<file path="src/rtl/axis_pattern_gen.sv">
// AXI-Stream test-pattern generator: emits runs of packets with a selectable data
// pattern, optional inter-packet gap, and abort that only takes effect at packet boundaries.
module axis_pattern_gen #(
   parameter int AXIS_DATA_WIDTH = 32,
   parameter int LEN_WIDTH       = 16
) (
   input  logic                       i_axis_clk,
   input  logic                       i_axis_rst,
   input  logic                       i_start,
   input  logic                       i_abort,
   input  logic [1:0]                 i_pattern_sel,
   input  logic [AXIS_DATA_WIDTH-1:0] i_seed,
   input  logic [LEN_WIDTH-1:0]       i_packet_len,
   input  logic [LEN_WIDTH-1:0]       i_packet_count,
   input  logic [LEN_WIDTH-1:0]       i_gap,
   output logic                       o_axis_out_tuser,
   output logic                       o_axis_out_tvalid,
   input  logic                       i_axis_out_tready,
   output logic                       o_axis_out_tlast,
   output logic [AXIS_DATA_WIDTH-1:0] o_axis_out_tdata,
   output logic                       o_busy,
   output logic                       o_done,
   output logic [31:0]                o_packets_sent,
   output logic [1:0]                 o_state
);

   // Stream handshake: a beat moves only when tvalid and tready are both high; while
   // tvalid=1 and tready=0, tdata/tuser/tlast hold and tvalid stays high.
   typedef enum logic [1:0] {
      S_IDLE = 2'd0,
      S_SEND = 2'd1,
      S_GAP  = 2'd2
   } state_t;

   state_t                     state_q, state_d;
   logic [1:0]                 sel_q, sel_d;
   logic [AXIS_DATA_WIDTH-1:0] seed_q, seed_d;
   logic [LEN_WIDTH-1:0]       len_q, len_d;
   logic [LEN_WIDTH-1:0]       count_q, count_d;
   logic [LEN_WIDTH-1:0]       gap_q, gap_d;
   logic [LEN_WIDTH-1:0]       idx_q, idx_d;
   logic [AXIS_DATA_WIDTH-1:0] gbeat_q, gbeat_d;
   logic [LEN_WIDTH-1:0]       pkt_num_q, pkt_num_d;
   logic [7:0]                 pkt_lo_q, pkt_lo_d;
   logic [LEN_WIDTH-1:0]       gap_cnt_q, gap_cnt_d;
   logic                       abort_q, abort_d;
   logic                       done_q, done_d;
   logic [31:0]                sent_q, sent_d;

   logic                       tvalid;
   logic                       beat_hs;
   logic                       last_beat;
   logic                       abort_now;
   logic                       more_pkts;
   logic [LEN_WIDTH:0]         pkt_next_ext;
   logic [LEN_WIDTH+7:0]       p2_cat;
   logic [AXIS_DATA_WIDTH-1:0] pattern;

   assign tvalid       = (state_q == S_SEND);
   assign beat_hs      = tvalid & i_axis_out_tready;
   assign last_beat    = (idx_q == (len_q - LEN_WIDTH'(1)));
   assign abort_now    = abort_q | i_abort;
   assign pkt_next_ext = {1'b0, pkt_num_q} + (LEN_WIDTH+1)'(1);
   // A zero packet count means run until aborted.
   assign more_pkts    = (count_q == '0) || (pkt_next_ext < {1'b0, count_q});
   assign p2_cat       = {pkt_lo_q, idx_q};

   always_comb begin
      pattern = seed_q;
      case (sel_q)
         2'd0:    pattern = seed_q + AXIS_DATA_WIDTH'(idx_q);
         2'd1:    pattern = seed_q + gbeat_q;
         2'd2:    pattern = AXIS_DATA_WIDTH'(p2_cat);
         default: pattern = seed_q;
      endcase
   end

   always_comb begin
      state_d   = state_q;
      sel_d     = sel_q;
      seed_d    = seed_q;
      len_d     = len_q;
      count_d   = count_q;
      gap_d     = gap_q;
      idx_d     = idx_q;
      gbeat_d   = gbeat_q;
      pkt_num_d = pkt_num_q;
      pkt_lo_d  = pkt_lo_q;
      gap_cnt_d = gap_cnt_q;
      abort_d   = abort_q;
      done_d    = 1'b0;
      sent_d    = sent_q;

      case (state_q)
         S_IDLE: begin
            if (i_start) begin
               state_d   = S_SEND;
               sel_d     = i_pattern_sel;
               seed_d    = i_seed;
               len_d     = (i_packet_len == '0) ? LEN_WIDTH'(1) : i_packet_len;
               count_d   = i_packet_count;
               gap_d     = i_gap;
               idx_d     = '0;
               gbeat_d   = '0;
               pkt_num_d = '0;
               pkt_lo_d  = '0;
               gap_cnt_d = '0;
               // Abort coinciding with start limits the run to one packet.
               abort_d   = i_abort;
               sent_d    = '0;
            end
         end

         S_SEND: begin
            if (i_abort) begin
               abort_d = 1'b1;
            end
            if (beat_hs) begin
               gbeat_d = gbeat_q + AXIS_DATA_WIDTH'(1);
               if (last_beat) begin
                  idx_d     = '0;
                  pkt_num_d = pkt_num_q + LEN_WIDTH'(1);
                  pkt_lo_d  = pkt_lo_q + 8'd1;
                  sent_d    = (sent_q == 32'hFFFF_FFFF) ? sent_q : sent_q + 32'd1;
                  if (abort_now || !more_pkts) begin
                     state_d = S_IDLE;
                     done_d  = 1'b1;
                     abort_d = 1'b0;
                  end else if (gap_q != '0) begin
                     state_d   = S_GAP;
                     gap_cnt_d = gap_q;
                  end
               end else begin
                  idx_d = idx_q + LEN_WIDTH'(1);
               end
            end
         end

         S_GAP: begin
            if (abort_now) begin
               state_d   = S_IDLE;
               done_d    = 1'b1;
               abort_d   = 1'b0;
               gap_cnt_d = '0;
            end else if (gap_cnt_q <= LEN_WIDTH'(1)) begin
               state_d   = S_SEND;
               gap_cnt_d = '0;
            end else begin
               gap_cnt_d = gap_cnt_q - LEN_WIDTH'(1);
            end
         end

         default: begin
            state_d = S_IDLE;
         end
      endcase
   end

   always_ff @(posedge i_axis_clk or negedge i_axis_rst) begin
      if (!i_axis_rst) begin
         state_q   <= S_IDLE;
         sel_q     <= '0;
         seed_q    <= '0;
         len_q     <= '0;
         count_q   <= '0;
         gap_q     <= '0;
         idx_q     <= '0;
         gbeat_q   <= '0;
         pkt_num_q <= '0;
         pkt_lo_q  <= '0;
         gap_cnt_q <= '0;
         abort_q   <= 1'b0;
         done_q    <= 1'b0;
         sent_q    <= '0;
      end else begin
         state_q   <= state_d;
         sel_q     <= sel_d;
         seed_q    <= seed_d;
         len_q     <= len_d;
         count_q   <= count_d;
         gap_q     <= gap_d;
         idx_q     <= idx_d;
         gbeat_q   <= gbeat_d;
         pkt_num_q <= pkt_num_d;
         pkt_lo_q  <= pkt_lo_d;
         gap_cnt_q <= gap_cnt_d;
         abort_q   <= abort_d;
         done_q    <= done_d;
         sent_q    <= sent_d;
      end
   end

   // Outputs are gated by tvalid so the bus reads all-zero whenever nothing is offered.
   assign o_axis_out_tvalid = tvalid;
   assign o_axis_out_tuser  = tvalid & (idx_q == '0);
   assign o_axis_out_tlast  = tvalid & last_beat;
   assign o_axis_out_tdata  = tvalid ? pattern : '0;
   assign o_busy            = (state_q != S_IDLE);
   assign o_done            = done_q;
   assign o_packets_sent    = sent_q;
   assign o_state           = state_q;

endmodule

</file>
<file path="config.mk">
export PLATFORM = sky130hd
export DESIGN_NAME = axis_pattern_gen
export DESIGN_NICKNAME = d
export VERILOG_FILES = /design/src/rtl/axis_pattern_gen.sv
export SDC_FILE = /design/constraint.sdc
export NUM_CORES = 1
export LEC_CHECK = 0
export BUFFER_PORTS_ARGS = -buffer_cell sky130_fd_sc_hd__buf_2
export CAP_MARGIN = 20
export CORE_AREA = 4 4 178 180
export DETAILED_ROUTE_END_ITERATION = 12
export DIE_AREA = 0 0 182 184
export SYNTH_ARGS = -nofsm -noshare
export SYNTH_HDL_FRONTEND = slang
export SYNTH_SLANG_ARGS = --single-unit
</file>
<file path="constraint.sdc">
create_clock -name i_axis_clk -period 4.99 [get_ports i_axis_clk]
set_clock_uncertainty 0.1 [all_clocks]
set_input_delay 0.2495 -clock i_axis_clk [delete_from_list [all_inputs] [get_ports i_axis_clk]]
set_output_delay 0.2495 -clock i_axis_clk [all_outputs]
set_load 0.03 [all_outputs]
</file>
== After elaboration in Yosys (flattened, before gate mapping) ==
Cells that the tools add are included.

* Input port bits: 87
* Output and inout bits: 71
* Word-level logic and storage cells: 112
* Register bits: 206

* Add/sub/neg operators: 10
* Bitwise gates (word level): 4
* $lt $le $gt $ge: 2
* Equality and inequality tests: 15
* Reductions and logical operators: 19
* Muxes and demuxes: 48

{| class="wikitable"
|+ Operator list
! cell !! number
|-
| $mux W16 || 12
|-
| $mux W32 || 6
|-
| $pmux W32 S2 || 2
|-
| $pmux W32 S3 || 1
|-
| $add A32 B1 Y32 const B || 2
|-
| $pmux W16 S2 || 2
|-
| $logic_not A16 Y1 || 3
|-
| $pmux W16 S3 || 1
|-
| $add A16 B1 Y16 const B || 2
|-
| $add A32 B16 Y32 || 1
|-
| $add A32 B32 Y32 || 1
|-
| $eq A32 B32 Y1 const B || 1
|-
| $sub A16 B1 Y16 const B || 2
|-
| $mux W8 || 3
|-
| $add A16 B1 Y17 const B || 1
|-
| $lt A17 B16 Y1 || 1
|-
| $eq A16 B16 Y1 || 1
|-
| $le A16 B1 Y1 const B || 1
|-
| $pmux W8 S2 || 1
|-
| $reduce_bool A16 Y1 || 1
|-
| $mux W2 || 7
|-
| $mux W1 || 10
|-
| $reduce_and A5 Y1 || 2
|-
| $add A8 B1 Y8 const B || 1
|-
| other kinds (20) || 33
|}

== Depth between registers and ports, before layout ==
* Depth in word-level cells: 9
* Depth in mapped cells: 20
* Gate-level depth less buffers: 18

== Least setup slack after synthesis ==
No wires, ideal clock.

* Path kind: register to output
* Start: register sel_q[0]
* End: output o_axis_out_tdata[24]
* Arrival time: 4.381 ns
* Buffers on the path: 3
* Required time: 4.641 ns
* Slack: 0.259 ns
* Stages on the path, launching flop included: 14
* Cell sequence: dfrtp_1 > clkbuf_1 > nor2b_1 > clkbuf_1 > clkbuf_1 > mux2_2 > ha_1 > a211o_1 > o32ai_1 > a21oi_1 > o41ai_1 > o21bai_1 > xnor2_1 > o21ai_0

* Longest elaborated chain between the ends: 3
* Elaborated cells on any way between the ends: 5
* Classes of those cells: eq/ne: 2; mux: 2; reduce/logical: 1

{| class="wikitable"
|+ RTL lines
! what !! RTL line !! text
|-
| from (decl) || 36 || <nowiki>logic [1:0] sel_q, sel_d;</nowiki>
|-
| from (signal assigned) || 177 || <nowiki>sel_q <= sel_d;</nowiki>
|-
| $eq A2 B2 Y1, or another cell as far along || 70 || <nowiki>case (sel_q)</nowiki>
|-
| $pmux W32 S3 (*) || 70 ||
|-
| $mux W32 (*) || 197 || <nowiki>assign o_axis_out_tdata = tvalid ? pattern : '0;</nowiki>
|-
| to (decl) || 20 || <nowiki>output logic [AXIS_DATA_WIDTH-1:0] o_axis_out_tdata,</nowiki>
|}

Mark *: on every way between the ends. The rest lies on a longest branch, timed or not.

== Worst setup path in the final report ==
* Start: register sel_q[1]
* End: output o_axis_out_tdata[18]

Same word-level chain as after synthesis.

==> summary.md <==
| Metric | Value |
|---|---|
| Flop2flop setup slack | `0.59 ns` |
| Synth top area cells | `dfrtp_1 (38%), mux2_2 (7.9%), ha_1 (5.5%)` |
| Worst-path clk slew | `around 0.06 ns` |
| Setup violators final | `0` |
| Register-to-Register Path Depth | `10` |
| Vias in the first global route | `between 10000 and 15000` |
| Synth Instances | `roughly 1500` |
| Most common library cells after synthesis | `dfrtp_1 (206), nor2_1 (122), nand2_1 (121), o21ai_0 (108), mux2_2 (94)` |
| Critical path depth in cells | `17` |
| Max Freq | `around 0.21 GHz` |
| Synth-to-layout area growth | `22.0%` |
| CORE AREA | `30200 um^2` |
| Crit-path max FO | `14` |
| Slowest CP cell | `dfrtp_2` |
| Largest stage delay, worst path | `approximately 0.4 ns` |
| # IOs | `about 160` |
| Via count | `11900` |
| Total CTS buffers | `26` |
| Slew @ Worst Pin | `approximately 0.76 ns` |
| # DRC | `0` |
| Synthesized cell area | `around 13000 um^2` |
| Buf+Inv Stages, Crit Path | `3` |
| Max Root-Sink Buffers | `3` |
| Syn. warnings | `0` |
| WL/cell | `~18 um` |
| Final Cell Area | `16400 um^2` |
| Hold/Removal Path Class | `input pin to register` |
| Cell breakdown of the critical path | `nor2b_2, buf_4, nand2_1, o21ai_0, ha_1, inv_1, fa_1, nor2b_1, o21ai_0, a21oi_2, o32ai_2, a21boi_0, a31oi_1, o21bai_1, nor3_1, a211oi_2, buf_2` |
| Delay-heaviest family, CP | `compound AO/OA/AOI/OAI gates` |
| CP most frequent cell | `o21ai_0` |
| Diodes inserted | `0` |
| Post-synth top flop | `dfrtp_1` |
| R2r endpoint | `o_state[0]$_DFFE_PN0P_` |
| Worst slew margin | `0.485` |
| Pin count of the biggest net entering global routing | `approximately 120` |
| Dpl cells | `approximately 2000` |
| Total of max-cap violations | `0` |
| Post-synth EDFFs | `0` |
| WP data arrival | `around 4.4 ns` |
| Critical Path Source Type | `register` |
| Vias/cell | `around 5.6` |
| CTS tree | `yes` |
| GRT busiest layer | `met2` |
| Total number of placement rows | `64` |
| Total GRT Usage | `0.224` |
| Pwr dens | `543 nW/um^2` |
| Met1 Track Usage GR | `0.317` |
| Worst setup path startpoint | `sel_q[1]$_DFFE_PN0P_` |
| #FFs+latches synth | `~210` |
| Worst Setup EP | `o_axis_out_tdata[18]` |
| Post-route ant nets | `0` |
| Minimum clock period | `4.69 ns` |
| Flip-flop and latch area | `slightly above 5000 um^2` |
| Leading area contributor after synthesis | `dfrtp_1` |
| Reg2Reg Launch Point | `len_q[0]$_DFFE_PN0P_` |
| Most instantiated library cell after synthesis | `dfrtp_1` |
| Area of the multi-input gates | `approximately 7800 um^2` |
| Port Buffers | `approximately 160` |
| Clk root buf | `clkbuf_16` |
| Clk Latency, worst-skew pair | `approximately 0.54 ns` |
| Iter 0 DRT Violations | `roughly 800` |
| H-tree Lvls | `1` |
| DRT Wirelength | `38.3 mm` |
| Fin nets | `about 1800` |
| Initial antenna violation count | `0` |
| Critical path required time | `around 4.6 ns` |
| Final Hold Fails | `0` |
| Fillers | `2754` |
| Syn nets | `~1600` |
| Routing usage on met2 | `0.358` |
| Yosys top cell area share | `0.384` |
| TritonRoute pass-1 iters | `5` |
| Die width | `approximately 180 um` |
| Max Slew Vio Count | `0` |
| GRT Residual Overflow | `0` |
| Die area | `between 30000 and 40000 um^2` |
| Sequential area share after synthesis | `0.384` |
| Placed Area | `approximately 15000 um^2` |
| Clk sink count | `206` |
| Worst IR Drop VDD | `~0.36 mV` |
| Kind of end point of the critical path | `output pin` |
| First-pass GRT wire length | `~62 mm` |
| Syn_area_per_cell | `9.06 um^2` |
| Post-detail-place hpwl | `26.2 mm` |
| Fin util | `0.542` |
| Netlist cell types | `64` |
| Status | `completed` |
| Initial Util | `0.444` |
| Finished Layout Cells | `about 2100` |
| Final Cycle Share | `0.941` |
| GR Util met3 | `0.0370` |
| Layout cell share with drive strength beyond 1 | `0.197` |
| Gpl congestion | `~0.91` |
| Async set-reset flop share out of synthesis | `1.00` |
| Critical path type | `register to output pin` |
| Die height | `between 150 and 200 um` |
| RSZ-0062 raised after global routing | `no` |
| Setup TNS | `0 ns` |
| P_leak | `0.00754 uW` |
-- cell families after synthesis --
kind of cell / after synthesis / share of synthesized area
adder cells (fa/ha/maj): 60 / 0.0565
flip-flops: 206 / 0.384
AND/OR/NAND/NOR: 523 / 0.195
buffers and inverters: 132 / 0.0382
XOR/XNOR: 100 / 0.0663
AO/OA/AOI/OAI: 330 / 0.154
multiplexers: 130 / 0.106
-- state kept, by name, summed over array words and instances (netlist names) --
signal / count
sel_q: 2
pkt_lo_q: 8
len_q: 16
o_packets_sent: 32
pkt_num_q: 16
gap_q: 16
count_q: 16
seed_q: 32
idx_q: 16
abort_q: 1
o_state: 2
gap_cnt_q: 16
gbeat_q: 32
o_done: 1
-- layout by cell type (no fill, tap or decap), types with 29 or more instances in the layout --
cell	n
nor2_1	121
nand3_1	63
nand2_1	120
xor2_1	57
mux2i_1	36
and3_1	29
dlygate4sd3_1	85
xnor2_1	42
mux2_2	94
o21ai_0	107
nor4_1	33
inv_1	54
dfrtp_1	205
a21oi_1	74
buf_2	156
nor3_1	35
ha_1	59
-- power breakdown --
part	total (uW)	switching, uW	internal (uW)
Sequential	2680	558	2120
Combinational	4310	2680	1630
Clock	1890	748	1140
Total	8880	3990	4890
-- layout make-up --
| class | instances | share of cell area |
|---|---|---|
| multi-input cells | 1143 | 0.477 |
| repair buffers | 267 | 0.114 |
| inverters | 54 | 0.0124 |
| clock buffers | 35 | 0.0430 |
| flip-flops and latches | 206 | 0.315 |
| clock inverters | 10 | 0.00871 |
| well taps | 396 | 0.0303 |
-- layer usage --
metal	up-vias	wire length, um
li1	5805	-
met1	5735	18000
met2	312	17200
met3	65	2140
met4	0	1050
met5	-	0
-- metrics by stage --
step	power [uW]	setup slack, ns	hold slack, ns
2_1_floorplan	5640	0.259	-0.146
3_3_place_gp	6840	0.697	0.253
3_5_place_dp	6920	0.684	0.250
4_1_cts	8910	0.149	0.0207
5_1_grt	9500	0.0303	0.0759
6_report	8880	0.295	0.0502
-- worst register-to-register path, stage by stage, from the launching register on --
cell       delay (ns)
dfrtp_1          0.41
inv_1            0.09
ha_1             0.24
nor4b_1          0.54
a21boi_0         0.22
o21ai_0          0.17
o311ai_0         0.13
or4b_1           0.75
o21a_1           0.48
a2111oi_0        0.73
mux2_2           0.40
-- how the worst min path moves through the flow --
stage | startpoint | end | slack [ns] | cells past startpoint
2_1_floorplan | i_axis_rst | abort_q$_DFFE_PN0P_ | -0.15 | 0
3_3_place_gp | i_axis_rst | len_q[14]$_DFFE_PN0P_ | 0.25 | 1
3_5_place_dp | i_axis_rst | len_q[15]$_DFFE_PN0P_ | 0.25 | 1
4_1_cts | i_start | gbeat_q[0]$_DFFE_PN0P_ | 0.02 | 3
5_1_grt | i_start | gbeat_q[0]$_DFFE_PN0P_ | 0.08 | 3
6_report | i_start | gbeat_q[0]$_DFFE_PN0P_ | 0.05 | 3
-- repair_timing --
item | CTS | global route
setup endpoints to repair | 0 | 10
hold buffers | 85 | 0
endpoints found under the hold margin | 168 | 0
buffers inserted | 0 | 0
gates resized for setup | 0 | 5
No activity file was read; power rests on OpenSTA's default activity.
